### src/rtl/led_pkg.sv
// Shared types for the LED fader: channel state encoding and full-scale duty helper.
package led_pkg;

    typedef enum logic [1:0] {
        ST_OFF     = 2'd0,
        ST_RISING  = 2'd1,
        ST_ON      = 2'd2,
        ST_FALLING = 2'd3
    } led_state_t;

    function automatic int led_dmax(input int pwm_bits);
        return (1 << pwm_bits) - 1;
    endfunction

endpackage

### src/rtl/led_fader_channel.sv
// One fading LED channel: ramp FSM, duty register and registered PWM compare.
// LED_FADER_GAMMA_EN adds a registered square-law duty correction (+1 cycle duty->led).
module led_fader_channel
    import led_pkg::*;
#(
    parameter int PWM_BITS = 8
) (
    input  logic                clk,
    input  logic                rst,
    input  logic                i_tgt,
    input  logic                i_tick,
    input  logic [PWM_BITS-1:0] i_pwm_cnt,
    output logic                o_led,
    output logic                o_ramping
);

    localparam logic [PWM_BITS-1:0] DMAX = PWM_BITS'(led_dmax(PWM_BITS));

    led_state_t          r_state, w_dir, w_state_nxt;
    logic [PWM_BITS-1:0] r_duty, w_duty_nxt;
    logic [PWM_BITS-1:0] w_cmp_duty, w_cmp_eff;
    logic                w_inc, w_dec, r_led;

    // Direction is resolved before the step so a same-cycle tick uses the new direction.
    // Reversals landing on an endpoint settle straight into OFF/ON, never stepping past it.
    always_comb begin
        w_dir = r_state;
        case (r_state)
            ST_OFF:     if (i_tgt)  w_dir = ST_RISING;
            ST_RISING:  if (!i_tgt) w_dir = (r_duty == '0) ? ST_OFF : ST_FALLING;
            ST_ON:      if (!i_tgt) w_dir = ST_FALLING;
            ST_FALLING: if (i_tgt)  w_dir = (r_duty == DMAX) ? ST_ON : ST_RISING;
            default:    w_dir = ST_OFF;
        endcase
        w_inc       = i_tick && (w_dir == ST_RISING);
        w_dec       = i_tick && (w_dir == ST_FALLING);
        w_duty_nxt  = r_duty;
        w_state_nxt = w_dir;
        if (w_inc && (r_duty != DMAX)) w_duty_nxt = r_duty + 1'b1;
        if (w_dec && (r_duty != '0))   w_duty_nxt = r_duty - 1'b1;
        if ((w_dir == ST_RISING) && (w_duty_nxt == DMAX)) w_state_nxt = ST_ON;
        if ((w_dir == ST_FALLING) && (w_duty_nxt == '0))  w_state_nxt = ST_OFF;
    end

    always_ff @(posedge clk or posedge rst) begin
        if (rst) begin
            r_state <= ST_OFF;
            r_duty  <= '0;
        end else begin
            r_state <= w_state_nxt;
            r_duty  <= w_duty_nxt;
        end
    end

`ifdef LED_FADER_GAMMA_EN
    logic [PWM_BITS-1:0]   r_duty_eff, r_duty_raw;
    logic [2*PWM_BITS-1:0] w_sq;

    assign w_sq = {{PWM_BITS{1'b0}}, r_duty} * {{PWM_BITS{1'b0}}, r_duty};

    always_ff @(posedge clk or posedge rst) begin
        if (rst) begin
            r_duty_eff <= '0;
            r_duty_raw <= '0;
        end else begin
            r_duty_eff <= PWM_BITS'(w_sq >> PWM_BITS);
            r_duty_raw <= r_duty;
        end
    end

    assign w_cmp_duty = r_duty_raw;
    assign w_cmp_eff  = r_duty_eff;
`else
    assign w_cmp_duty = r_duty;
    assign w_cmp_eff  = r_duty;
`endif

    // Endpoints override the compare so full scale is solid on with no one-slot dropout.
    always_ff @(posedge clk or posedge rst) begin
        if (rst) begin
            r_led <= 1'b0;
        end else if (w_cmp_duty == DMAX) begin
            r_led <= 1'b1;
        end else if (w_cmp_duty == '0) begin
            r_led <= 1'b0;
        end else begin
            r_led <= (i_pwm_cnt < w_cmp_eff);
        end
    end

    assign o_led     = r_led;
    assign o_ramping = (r_state == ST_RISING) || (r_state == ST_FALLING);

    a_no_inc_at_max: assert property (@(posedge clk) disable iff (rst) !(w_inc && (r_duty == DMAX)));
    a_no_dec_at_zero: assert property (@(posedge clk) disable iff (rst) !(w_dec && (r_duty == '0)));

endmodule

### src/rtl/led_fader.sv
// PWM LED fader: per-LED duty ramps between off and full scale, 1-cycle input register.
// Optional LED_FADER_GAMMA_EN applies square-law duty correction inside each channel.
module led_fader
    import led_pkg::*;
#(
    parameter int NUM_LEDS  = 4,
    parameter int PWM_BITS  = 8,
    parameter int STEP_LOG2 = 12
) (
    input  logic                clk,
    input  logic                rst,
    input  logic [NUM_LEDS-1:0] led_in,
    output logic [NUM_LEDS-1:0] led_out,
    output logic                busy
);

    logic [NUM_LEDS-1:0]  r_tgt;
    logic [PWM_BITS-1:0]  r_pwm_cnt;
    logic [STEP_LOG2-1:0] r_prescaler;
    logic                 r_busy;
    logic                 w_tick;
    logic [NUM_LEDS-1:0]  w_led, w_ramping;

    assign w_tick = &r_prescaler;

    always_ff @(posedge clk or posedge rst) begin
        if (rst) begin
            r_tgt       <= '0;
            r_pwm_cnt   <= '0;
            r_prescaler <= '0;
            r_busy      <= 1'b0;
        end else begin
            r_tgt       <= led_in;
            r_pwm_cnt   <= r_pwm_cnt + 1'b1;
            r_prescaler <= r_prescaler + 1'b1;
            r_busy      <= |w_ramping;
        end
    end

    for (genvar g = 0; g < NUM_LEDS; g++) begin : g_ch
        led_fader_channel #(
            .PWM_BITS (PWM_BITS)
        ) u_ch (
            .clk       (clk),
            .rst       (rst),
            .i_tgt     (r_tgt[g]),
            .i_tick    (w_tick),
            .i_pwm_cnt (r_pwm_cnt),
            .o_led     (w_led[g]),
            .o_ramping (w_ramping[g])
        );
    end

    assign led_out = w_led;
    assign busy    = r_busy;

endmodule
### config.mk
export PLATFORM = sky130hd
export DESIGN_NAME = led_fader
export DESIGN_NICKNAME = d
export VERILOG_FILES = /design/src/rtl/led_pkg.sv /design/src/rtl/led_fader_channel.sv /design/src/rtl/led_fader.sv
export SDC_FILE = /design/constraint.sdc
export NUM_CORES = 1
export LEC_CHECK = 0
export BUFFER_PORTS_ARGS = -buffer_cell sky130_fd_sc_hd__buf_2
export CORE_ASPECT_RATIO = 0.75
export CORE_MARGIN = 8
export CORE_UTILIZATION = 52
export DETAILED_ROUTE_END_ITERATION = 8
export PLACE_DENSITY = 0.68
export REMOVE_ABC_BUFFERS = 1
export SYNTH_ARGS = -nofsm -noshare
export SYNTH_HDL_FRONTEND = slang
export SYNTH_HIERARCHICAL = 1
export SYNTH_SLANG_ARGS = --single-unit
export TNS_END_PERCENT = 5
### constraint.sdc
create_clock -name clk -period 8.8 [get_ports clk]
set_input_delay 1.32 -clock clk [delete_from_list [all_inputs] [get_ports clk]]
set_output_delay 1.32 -clock clk [all_outputs]
set_load 0.03 [all_outputs]
## Yosys cells after proc, flatten, opt, wreduce, memory -nomap -nowiden

Index checks and enable logic that the tools add are counted.

- Register bits after elaboration: 69
- Input port bits: 6
- Logic and storage cells: 160

- Add/subtract/negate cells: 10
- Order comparisons: 4
- Equal/unequal tests: 32
- Multiplexer cells: 52
- Reductions and logical operators: 46

Operators with widths:

| kind | number |
|---|---|
| equality test 8 bit (second input constant) | 8 |
| zero test 8 bit | 8 |
| 2-to-1 mux 2 bit | 32 |
| 2-to-1 mux 8 bit | 8 |
| adder 8 x 1 -> 8 bit (second input constant) | 5 |
| less-than comparator 8 bit | 4 |
| != test 8 bit (second input constant) | 4 |
| one-hot mux 2 bit (4 select lines) | 4 |
| nonzero test 8 bit | 4 |
| subtractor 8 x 1 -> 8 bit (second input constant) | 4 |
| equality test 2 bit (second input constant) | 12 |
| logical AND 1 bit | 24 |
| equality test 2 x 1 -> 1 bit (second input constant) | 8 |
| adder 12 x 1 -> 12 bit (second input constant) | 1 |
| AND reduction 12 bit | 1 |
| zero test 2 bit | 4 |
| 2-to-1 mux 1 bit | 8 |
| logical OR 1 bit | 4 |
| OR reduction 4 bit | 1 |

## Longest topological paths before layout

Gate-level depths: netlist (run 1).

- Depth after elaboration: 13
- Mapped depth: 10
- Depth with buffers taken out: 10

## Hierarchy

Netlist (run 1), hierarchy kept.

Modules (own cells, without submodules):

| module | times used | cells each | area each (um^2) | sequential area each (um^2) |
|---|---|---|---|---|
| led_fader_channel | 4 | 126 | 1063.5 | 275.3 |
| led_fader | 1 | 72 | 960.9 | 625.6 |

## Worst setup path after synthesis (run 1)

No wires, ideal clock.

- Path kind: reg-to-reg
- From: register r_prescaler[0]
- To: register g_ch[0].u_ch.r_state[0]
- Library setup time: 0.128 ns
- Arrival time: 3.169 ns
- Required time: 8.672 ns
- Setup slack: 5.503 ns
- Stages on the path, launching flop included: 11
- Clock period less this slack: 3.297 ns
- Cells stage by stage: dfrtp_1 -> ha_1 -> nand3_2 -> nor3_1 -> nand2b_1 -> or4_4 -> o311a_4 -> nor3_4 -> nand4_1 -> nor4b_2 -> nor3_1

- Cells in the longest elaborated chain, start to end: 9

RTL lines:

| item | line | text |
|---|---|---|
| start: declaration | led_fader.sv:19 | `logic [STEP_LOG2-1:0] r_prescaler;` |
| start signal: assignment | led_fader.sv:35 | `r_prescaler <= r_prescaler + 1'b1;` |
| AND reduction 12 bit * | led_fader.sv:24 | `assign w_tick = &r_prescaler;` |
| net w_tick | led_fader.sv:21 | `logic w_tick;` |
| logical AND 1 bit | led_fader_channel.sv:35 | `w_inc = i_tick && (w_dir == ST_RISING);` |
| logical AND 1 bit | led_fader_channel.sv:39 | `if (w_inc && (r_duty != DMAX)) w_duty_nxt = r_duty + 1'b1;` |
| 2-to-1 mux 8 bit | led_fader_channel.sv:39 |  |
| 2-to-1 mux 8 bit * | led_fader_channel.sv:40 | `if (w_dec && (r_duty != '0)) w_duty_nxt = r_duty - 1'b1;` |
| equality test 8 bit | led_fader_channel.sv:41 | `if ((w_dir == ST_RISING) && (w_duty_nxt == DMAX)) w_state_nxt = ST_ON;` |
| logical AND 1 bit | led_fader_channel.sv:41 |  |
| 2-to-1 mux 2 bit | led_fader_channel.sv:41 |  |
| 2-to-1 mux 2 bit * | led_fader_channel.sv:42 | `if ((w_dir == ST_FALLING) && (w_duty_nxt == '0)) w_state_nxt = ST_OFF;` |
| net g_ch[0].u_ch.w_state_nxt[0] | led_fader_channel.sv:19 | `led_state_t r_state, w_dir, w_state_nxt;` |
| end signal: assignment | led_fader_channel.sv:50 | `r_state <= w_state_nxt;` |
| end: declaration | led_fader_channel.sv:19 |  |

The timed path passes the listed nets; every way through them passes the cells marked *.

## Worst setup path after layout (run 1)

- From: register r_prescaler[0]
- To: register g_ch[1].u_ch.r_state[0]

- Cells in the longest elaborated chain, start to end: 9

RTL lines:

| item | line |
|---|---|
| AND reduction 12 bit * | led_fader.sv:24 |
| net w_tick | led_fader.sv:21 |
| logical AND 1 bit | led_fader_channel.sv:35 |
| logical AND 1 bit | led_fader_channel.sv:39 |
| 2-to-1 mux 8 bit | led_fader_channel.sv:39 |
| 2-to-1 mux 8 bit * | led_fader_channel.sv:40 |
| equality test 8 bit | led_fader_channel.sv:41 |
| logical AND 1 bit | led_fader_channel.sv:41 |
| 2-to-1 mux 2 bit | led_fader_channel.sv:41 |
| 2-to-1 mux 2 bit * | led_fader_channel.sv:42 |
| net g_ch[1].u_ch.w_state_nxt[0] | led_fader_channel.sv:19 |
| end signal: assignment | led_fader_channel.sv:50 |
| end: declaration | led_fader_channel.sv:19 |

Marked as above.

==> results of run 1 <==
==> worst max-delay path: cells and delay by family (launching register included) <==
| family | cells | cell delay (ps) |
|---|---|---|
| AND/OR/NAND/NOR | 6 | 2200 |
| adder cells (fa/ha/maj) | 1 | 220 |
| AO/OA/AOI/OAI | 2 | 660 |
| XOR/XNOR | 1 | 210 |
| flip-flops | 1 | 400 |
==> cell usage after synthesis, drive strengths merged <==
| cell type | number | area share [%] |
|---|---|---|
| a2111oi | 4 | 0.67 |
| a211o | 4 | 0.67 |
| a211oi | 4 | 0.96 |
| a21boi | 4 | 0.58 |
| a21o | 16 | 2.3 |
| a21oi | 32 | 3.1 |
| a22o | 4 | 0.67 |
| a22oi | 4 | 0.58 |
| a2bb2oi | 8 | 1.8 |
| a31oi | 4 | 0.48 |
| a32oi | 4 | 0.67 |
| and3 | 1 | 0.12 |
| and4 | 1 | 0.17 |
| and4b | 4 | 0.77 |
| clkbuf | 16 | 1.2 |
| dfrtp | 69 | 33 |
| ha | 38 | 9.1 |
| inv | 53 | 3.8 |
| mux2i | 4 | 0.77 |
| nand2 | 35 | 2.5 |
| nand2b | 8 | 0.96 |
| nand3 | 21 | 2.5 |
| nand4 | 21 | 2.6 |
| nand4b | 4 | 0.67 |
| nor2 | 52 | 3.7 |
| nor2b | 12 | 1.4 |
| nor3 | 28 | 4.2 |
| nor3b | 4 | 0.58 |
| nor4 | 16 | 2.4 |
| nor4b | 4 | 1.2 |
| nor4bb | 4 | 0.77 |
| o21ai | 8 | 0.77 |
| o21bai | 4 | 0.58 |
| o311a | 4 | 1.6 |
| o31ai | 8 | 1.2 |
| o32a | 4 | 0.77 |
| or2 | 12 | 1.4 |
| or2b | 4 | 0.58 |
| or3 | 8 | 0.96 |
| or3b | 4 | 0.67 |
| or4 | 9 | 1.6 |
| xnor2 | 19 | 3.2 |
| xor2 | 9 | 1.5 |
==> report_power, final <==
part / internal, mW / switching, mW / leakage, nW
logic: 0.00327 / 0.00986 / 1.36
registers: 0.319 / 0.00330 / 0.912
clock network: 0.277 / 0.141 / 0.163
==> per-stage QoR <==
| step | worst slack (ps) | hold WS, ps | utilization, % | area (sq um) | std cells |
|---|---|---|---|---|---|
| floorplan | 5503 | 442.2 | - | 5150 | 560 |
| global placement | 5157 | 462.5 | 55.38 | 5370 | 702 |
| detailed placement | 5095 | 465.7 | 55.38 | 5370 | 702 |
| CTS | 5063 | 478.7 | 58.89 | 5710 | 718 |
| global route | 4687 | 482.0 | 58.89 | 5710 | 718 |
| finish | 4967 | 481.3 | 58.89 | 5710 | 718 |
==> routing by layer <==
| metal | global-route usage (%) | vias up | share of wire, % |
|---|---|---|---|
| met1 | 25.10 | 2127 | 46 |
| met3 | 4.722 | 14 | 7.0 |
| li1 | - | 2121 | - |
| met2 | 31.53 | 175 | 46 |
| met4 | 5.893 | 0 | 1.2 |
| met5 | 0 | - | 0 |
==> cell type report <==
| type | count | area share, % |
|---|---|---|
| tap | 132 | 2.892 |
| inverter | 53 | 3.484 |
| sequential | 69 | 30.24 |
| clock inverter | 6 | 1.950 |
| multi-input combinational | 438 | 56.55 |
| clock buffer | 10 | 4.010 |
| timing repair buffer | 10 | 0.8764 |
==> cells by family after synthesis <==
logic type,Yosys count
compound gates,116
xor+xnor,28
fa+ha+maj,38
buf+inv,69
flops,69
mux,4
simple gates,252
==> sequential cells by signal, summed over array words and instances (netlist names) <==
name               flops
g_ch.u_ch/r_duty      32
r_prescaler           12
g_ch.u_ch/r_state      8
r_pwm_cnt              8
g_ch.u_ch/o_led        4
r_tgt                  4
busy                   1
==> worst min path at each step <==
stage,slack [ps],end
after global routing,480,r_prescaler[11]
after global placement,460,r_prescaler[11]
after detailed placement,470,r_prescaler[11]
final,480,r_prescaler[11]
after floorplan,440,r_prescaler[11]
after CTS,480,r_prescaler[11]
==> results.md, run 1 <==
* Clock Tree Buf Depth at 2
* Final Cycle Share at 43.56%
* Post-synthesis mux area share at 0.7678%
* # nets final at 625
* Post-cts resize count at 0
* Worst-path clk slew at 50 ps
* CP Data Required Time at 9010 ps
* Overall Power at 754.1 uW
* Setup CP Type: reg2reg
* Worst r2r src: r_prescaler[0]
* Number of nets with antenna violations after routing at 0
* Drt first pass iters at 5
* Sequential area share after synthesis at 33.11%
* Max_cap viols at 0
* Reg area at 0.001727 sq mm
* Initial core utilization at 53.78%
* Syn-to-layout area delta at 9.501%
* Max Freq at 260.9 MHz
* Critical Path Slowest Stage Cell: nor3_2
* Worst Tran Pin Value at 1153 ps
* Clock sink count at 69
* Critical Path Max Stage Delay at 970 ps
* Layout cell share with drive strength beyond 1 at 14.16%
* Endpoints failing setup at 0
* Multi-input combinational cell area at 0.003229 sq mm
* R2R Path End: g_ch[1].u_ch/r_state[0]
* Unique masters post-synth at 51
* Initial antenna violation count at 0
* Vias at 4437
* Post-synthesis simple-gate area fraction at 29.87%
* WL/cell at 17.22 microns
* Slew Viols, Final at 0
* Status: completed
* Worst VDD drop at 124.7 uV
* Post-Syn Area at 0.005215 sq mm
* Main combinational cell family by area after synthesis: simple AND/OR/NAND/NOR gates
* Slew Limit Headroom at 22.71%
* R2r setup slk at 4970 ps
* Num CTS Buffers at 9
* Core area at 0.009697 sq mm
* CP arrival at 4040 ps
* Critical path launch point: r_prescaler[0]
* TritonCTS clock tree: done
* Postcts setup bufs at 0
* Hold Startpoint: r_prescaler[11]
* Vias in the first global route at 4318
* Setup Skew at 5.397 ps
* DRC at 0
* Die area at 0.01352 sq mm
* N_diodes at 0
* Root Buffer: clkbuf_16
* Ports at 11
* Worst-Skew Late Latency at 330 ps
* Hold/Removal Path Class: reg2reg
* Final hold vios at 0
* Hold Buf Count CTS at 0
* CP max FO at 16
* Post-DR vias/cell at 6.180
* RSZ-0062 raised after global routing: false
* First-pass GRT wire length at 21310 microns
* Worst path cell trace: ha_1 > nand3_2 > nor3_2 > nand2b_1 > a211oi_2 > a2bb2oi_1 > xnor2_1 > nor4bb_1 > and4b_1 > nor3_1
* Port buffer count at 10
* Global Route Usage Sum at 19.33%
* Total gr overflow at 0
* Worst Setup Start Kind: flip-flop
* Final min period at 3833 ps
* Pwr dens at 132.0 mW/mm^2
* Crit path capture: g_ch[1].u_ch/r_state[0]
* Leak at 2.437 nW
* Synth Area in Compound Gates at 17.37%
* Final HPWL DP at 9328 microns
* Sum Neg Setup Slack at 0 ps
* Cell count after synthesis at 576
* R2R depth at 10
* Synth Area in XOR/XNOR at 4.702%
* CTS H-tree lvls at 3
* FP Rows at 31
* Fillers at 861
* CP Capture Type: flip-flop
* Commonest non-fill, non-tap cells in the layout: 69 x dfrtp_1, 53 x inv_1, 52 x nor2_1, 38 x ha_1, 35 x nand2_1
* Synthesized area per cell at 9.054 sq um
* YS warnings at 6
* DRT iter0 DRCs at 452
* Total Wirelength at 12370 microns
* Die span in x at 131.6 microns
* Adder-cell share of the synthesized area at 9.117%
* Die height at 102.7 microns
* Worst Hold Depth at 1
* Largest net degree at the start of global routing at 26
* Placer Congestion at 0.9345
* Register bit total from synthesis at 69
* Most common cell after layout, fill and taps aside: dfrtp_1
Note: power is estimated with default switching activity, not from simulation.
==> inputs of run 2 (changes only) <==
- PLACE_DENSITY: 0.68 -> 0.71
- clock period: 8.8 -> 3.5 ns (I/O delays scaled with it)
==> run 2 against run 1 <==
Setup slack lost 4600 ps. Clock skew shrank 1.0 ps. Hold slack worse by 250 ps. Non-clock buffer count rose by 3. Power grew 140%. Sequential power rose to 2.5 times the previous value. Combinational power rose to 2.5 times the previous value. Cell count is 0.42% higher.
==> results.md, run 2 (same netlist as run 1, synthesis figures left out) <==
* Status: completed
* Pwr dens at 321.5 mW/mm^2
* Total Wirelength at 12480 microns
* Ports at 11
* Worst Tran Pin Value at 968.1 ps
* Most common cell after layout, fill and taps aside: dfrtp_1
* Worst Setup Start Kind: flip-flop
* Crit path max-delay family: simple AND/OR/NAND/NOR gates
* Total gr overflow at 0
* Num CTS Buffers at 9
* CP max FO at 16
* # nets final at 628
* Worst-path clk slew at 60 ps
* Core area at 0.009697 sq mm
* Global Route Usage Sum at 19.17%
* Initial antenna violation count at 0
* Clock Tree Buf Depth at 2
* N_diodes at 0
* Max Freq at 323.7 MHz
* Clock sink count at 69
* Critical Path Slowest Stage Cell: a211oi_2
* FP Rows at 31
* Biggest regs: g_ch.u_ch/r_duty x32, r_prescaler x12
* Critical Path Max Stage Delay at 490 ps
* RSZ-0062 raised after global routing: false
* Worst VDD drop at 420.2 uV
* Final hold vios at 0
* Number of nets with antenna violations after routing at 0
* Endpoints failing setup at 0
* Root Buffer: clkbuf_16
* Largest net degree at the start of global routing at 26
* Commonest non-fill, non-tap cells in the layout: 69 x dfrtp_1, 53 x inv_1, 52 x nor2_1, 38 x ha_1, 35 x nand2_1
* Syn-to-layout area delta at 9.597%
* DRC at 0
* Die height at 102.7 microns
* First-pass GRT wire length at 21130 microns
* Worst path cell trace: ha_1 > nand3_2 > nor3_2 > buf_4 > nand2b_1 > a211oi_2 > a2bb2oi_1 > xnor2_1 > nor4bb_1 > and4b_1 > nor3_1
* Die span in x at 131.6 microns
* Largest reg by FF count: g_ch.u_ch/r_duty
* Final Cycle Share at 88.28%
* Die area at 0.01352 sq mm
* Setup Skew at 4.364 ps
* Sum Neg Setup Slack at 0 ps
* Post-DR vias/cell at 6.176
* R2r setup slk at 410 ps
* Layout cell share with drive strength beyond 1 at 14.77%
* Slew Limit Headroom at 35.39%
* Hold Buf Count CTS at 0
* R2R Path End: g_ch[2].u_ch/r_state[0]
* CP Data Required Time at 3710 ps
* Postcts setup bufs at 0
* Fin cells at 721
* Setup CP Type: reg2reg
* CP arrival at 3300 ps
* Port buffer count at 10
* Multi-input combinational cell area at 0.003229 sq mm
* Initial core utilization at 53.78%
* DRT iter0 DRCs at 559
* Final HPWL DP at 9370 microns
* Hold/Removal Path Class: in2async
* WL/cell at 17.31 microns
* Placed cells at 705
* Leak at 2.440 nW
* Vias at 4453
* Drt first pass iters at 5
* R2R depth at 11
* Worst-Skew Late Latency at 330 ps
* CP Buf/Inv Count at 1
* Worst r2r src: r_prescaler[0]
* Slew Viols, Final at 0
* Hold WS at 227.0 ps
* Fillers at 851
* Max_cap viols at 0
* Final min period at 3090 ps
* Reg area at 0.001727 sq mm
* Placer Congestion at 0.9510
* CTS H-tree lvls at 3
* Post-cts resize count at 0
* Max FFs per register at 32
* TritonCTS clock tree: done
* Vias in the first global route at 4276
* CP Capture Type: flip-flop
-- run 2: changes by cell type in the layout (fill, tap and decap cells not counted) --
cell        before  now
buf_4            0    3
bufinv_16        3    2
clkbuf_1         1    0
clkinvlp_4       1    2
inv_6            0    1
-- run 2: per-layer routing --
layer	GRT usage, %	share of wire (%)
met4	6.245	1.5
met1	25.35	47
met3	4.187	6.4
met2	30.90	45
met5	0	0
-- run 2: worst max path at each step --
stage                   startpoint                 endpoint  slack [ps]  cells after the start
detailed placement  r_prescaler[0]  g_ch[2].u_ch/r_state[0]         510                     11
finish              r_prescaler[0]  g_ch[2].u_ch/r_state[0]         410                     11
global placement    r_prescaler[0]  g_ch[0].u_ch/r_state[0]         590                     10
CTS                 r_prescaler[0]  g_ch[2].u_ch/r_state[0]         490                     11
floorplan           r_prescaler[0]  g_ch[0].u_ch/r_state[0]         200                     10
global route        r_prescaler[0]  g_ch[2].u_ch/r_state[0]         190                     11
-- run 2: power breakdown --
part / switching [mW] / total [mW] / leakage (nW) / internal (mW)
clock network: 0.367 / 0.993 / 0.152 / 0.626
registers: 0.00874 / 0.812 / 0.912 / 0.803
logic: 0.0249 / 0.0331 / 1.38 / 0.00820
total: 0.401 / 1.84 / 2.44 / 1.44
-- run 2: per-stage QoR --
step,area [sq um],power (mW),worst slack (ps),util [%]
after floorplan,5150,0.8453,203.0,-
after global placement,5393,0.8593,587.4,55.61
after detailed placement,5393,0.8601,507.4,55.61
after CTS,5715,1.856,488.7,58.94
after global routing,5715,1.886,189.5,58.94
final,5715,1.838,410.4,58.94
-- run 2: layout make-up --
class                      instances  share of cell area, %
clock buffer                       9                  3.940
clock inverter                     7                  1.708
inverter                          53                  3.481
multi-input combinational        438                  56.50
sequential                        69                  30.21
tap                              132                  2.890
timing repair buffer              13                  1.270
-- run 2: worst register-to-register path, delay by kind of cell, from the launching register on --
| family | cells | cell delay [ps] |
|---|---|---|
| compound gates | 2 | 660 |
| fa+ha+maj | 1 | 220 |
| flops | 1 | 410 |
| buf+inv | 1 | 250 |
| xor+xnor | 1 | 180 |
| simple gates | 6 | 1260 |
==> inputs of run 3 (changes only) <==
- REMOVE_ABC_BUFFERS: 1 -> default
==> run 3 against run 2 <==
Global-route usage barely moved. Sequential power hardly changed. Non-clock buffer count unchanged. Register-to-register slack about the same. Utilization down 0.10 points. Routed wire length fell by 0.22%. Clock power fell by 4.6%. Critical endpoint is now g_ch[1].u_ch/r_state[0].
==> results.md, run 3 (same netlist as run 1, synthesis figures left out) <==
* Status: completed
* Die span in x at 131.6 microns
* Setup CP Type: reg2reg
* Layout cell share with drive strength beyond 1 at 14.60%
* # nets final at 628
* N_diodes at 0
* FP Rows at 31
* Die height at 102.7 microns
* Syn-to-layout area delta at 9.405%
* Placer Congestion at 0.9731
* Fillers at 827
* Multi-input combinational cell area at 0.003229 sq mm
* Sw Pwr at 371.9 uW
* Worst r2r src: r_prescaler[0]
* Worst Tran Pin Value at 953.9 ps
* Largest net degree at the start of global routing at 26
* CP Capture Type: flip-flop
* CTS H-tree lvls at 3
* Postcts setup bufs at 0
* Final min period at 3104 ps
* Global Route Usage Sum at 19.20%
* Final Cycle Share at 88.68%
* Ports at 11
* Max_cap viols at 0
* Layout Utilization at 58.84%
* Root Buffer: clkbuf_16
* Final hold vios at 0
* Max Freq at 322.2 MHz
* DRT iter0 DRCs at 362
* Flop pwr share at 45.3%
* Setup Skew at 4.853 ps
* Sw Share at 20.75%
* Placed cells at 705
* Biggest regs: g_ch.u_ch/r_duty x32, r_prescaler x12
* First-pass GRT wire length at 21260 microns
* Critical path launch point: r_prescaler[0]
* CP Data Required Time at 3700 ps
* Post-cts resize count at 0
* Worst Setup Start Kind: flip-flop
* Commonest non-fill, non-tap cells in the layout: 69 x dfrtp_1, 53 x inv_1, 52 x nor2_1, 38 x ha_1, 35 x nand2_1
* Endpoints failing setup at 0
* Final HPWL DP at 9534 microns
* Overall Power at 1.792 mW
* Pwr dens at 314.1 mW/mm^2
* Combinational power share at 1.8%
* Leak at 2.440 nW
* Sum Neg Setup Slack at 0 ps
* TritonCTS clock tree: done
* Fin cells at 721
* Worst VDD drop at 321.2 uV
* Mapped Nets at 620
* Vias in the first global route at 4342
* CP max FO at 16
* Clock Tree Buf Depth at 2
* Initial antenna violation count at 0
* Clock sink count at 69
* DRC at 0
* Design Area, Final at 0.005705 sq mm
* Slew Viols, Final at 0
* RSZ-0062 raised after global routing: false
* Clock power frac at 52.9%
* Die area at 0.01352 sq mm
* Power Internal at 1.420 mW
* Num CTS Buffers at 9
* Worst-Skew Late Latency at 330 ps
* Hold Buf Count CTS at 0
* Max FFs per register at 32
* Port buffer count at 10
* Slew Limit Headroom at 36.34%
* Area after DPL at 0.005393 sq mm
* Largest reg by FF count: g_ch.u_ch/r_duty
* Worst-path clk slew at 50 ps
* Vias at 4485
* Total Wirelength at 12450 microns
* Initial core utilization at 53.78%
* Reg area at 0.001727 sq mm
* Core area at 0.009697 sq mm
* Drt first pass iters at 5
* Hold/Removal Path Class: in2async
* Total gr overflow at 0
* Post-DR vias/cell at 6.221
* WL/cell at 17.27 microns
* CP arrival at 3310 ps
* Number of nets with antenna violations after routing at 0
* Most common cell after layout, fill and taps aside: dfrtp_1
==> run 3: critical path, stage by stage (launching register included) <==
cell      delay (ps)
dfrtp_1          410
ha_1             230
nand3_2          160
nor3_2           200
buf_4            240
nand2b_1         180
a211oi_2         530
a21oi_1          180
xnor2_1          240
nor4bb_1         330
and4b_1          240
nor3_1            60
==> run 3: through the flow <==
| stage | hold WS (ps) | worst slack [ps] |
|---|---|---|
| final | 229.9 | 396.0 |
| after detailed placement | 464.9 | 473.7 |
| after global placement | 461.8 | 588.8 |
| after global routing | 280.9 | 171.2 |
| after floorplan | 377.4 | 203.0 |
| after CTS | 241.9 | 439.3 |
==> run 3: worst paths after layout <==
| kind | cells past startpoint | slack, ps | endpoint |
|---|---|---|---|
| setup / recovery | 11 | 400 | g_ch[1].u_ch/r_state[0] |
| hold / removal | 2 | 230 | g_ch[3].u_ch/o_led |
| setup reg to reg | 11 | 400 | g_ch[1].u_ch/r_state[0] |
| hold reg to reg | 1 | 480 | r_prescaler[11] |
| max in group asynchronous | 2 | 2460 | r_tgt[3] |
| min in group clk | 1 | 300 | r_tgt[1] |
==> run 3: area by class of cell <==
cell class	instances	share of cell area [%]
clock buffers	13	4.737
clock inverters	3	0.7456
inverters	53	3.487
multi-input cells	438	56.60
flip-flops and latches	69	30.26
well taps	132	2.895
repair buffers	13	1.272
==> run 3: power by group through the flow <==
| stage | combinational, mW | clock, mW | sequential, mW |
|---|---|---|---|
| after floorplan | 0.0237 | 0 | 0.823 |
| after detailed placement | 0.0342 | 0 | 0.826 |
| after global routing | 0.0386 | 0.997 | 0.812 |
| after CTS | 0.0342 | 0.965 | 0.811 |
| final | 0.0330 | 0.947 | 0.812 |
| after global placement | 0.0334 | 0 | 0.826 |
==> run 3: per-layer routing <==
| metal | track usage, % | up-vias | wire [microns] |
|---|---|---|---|
| met5 | 0 | - | 0 |
| met4 | 6.157 | 0 | 167 |
| met3 | 4.479 | 22 | 696 |
| met2 | 31.60 | 142 | 5757 |
| met1 | 24.75 | 2188 | 5829 |
| li1 | - | 2133 | - |
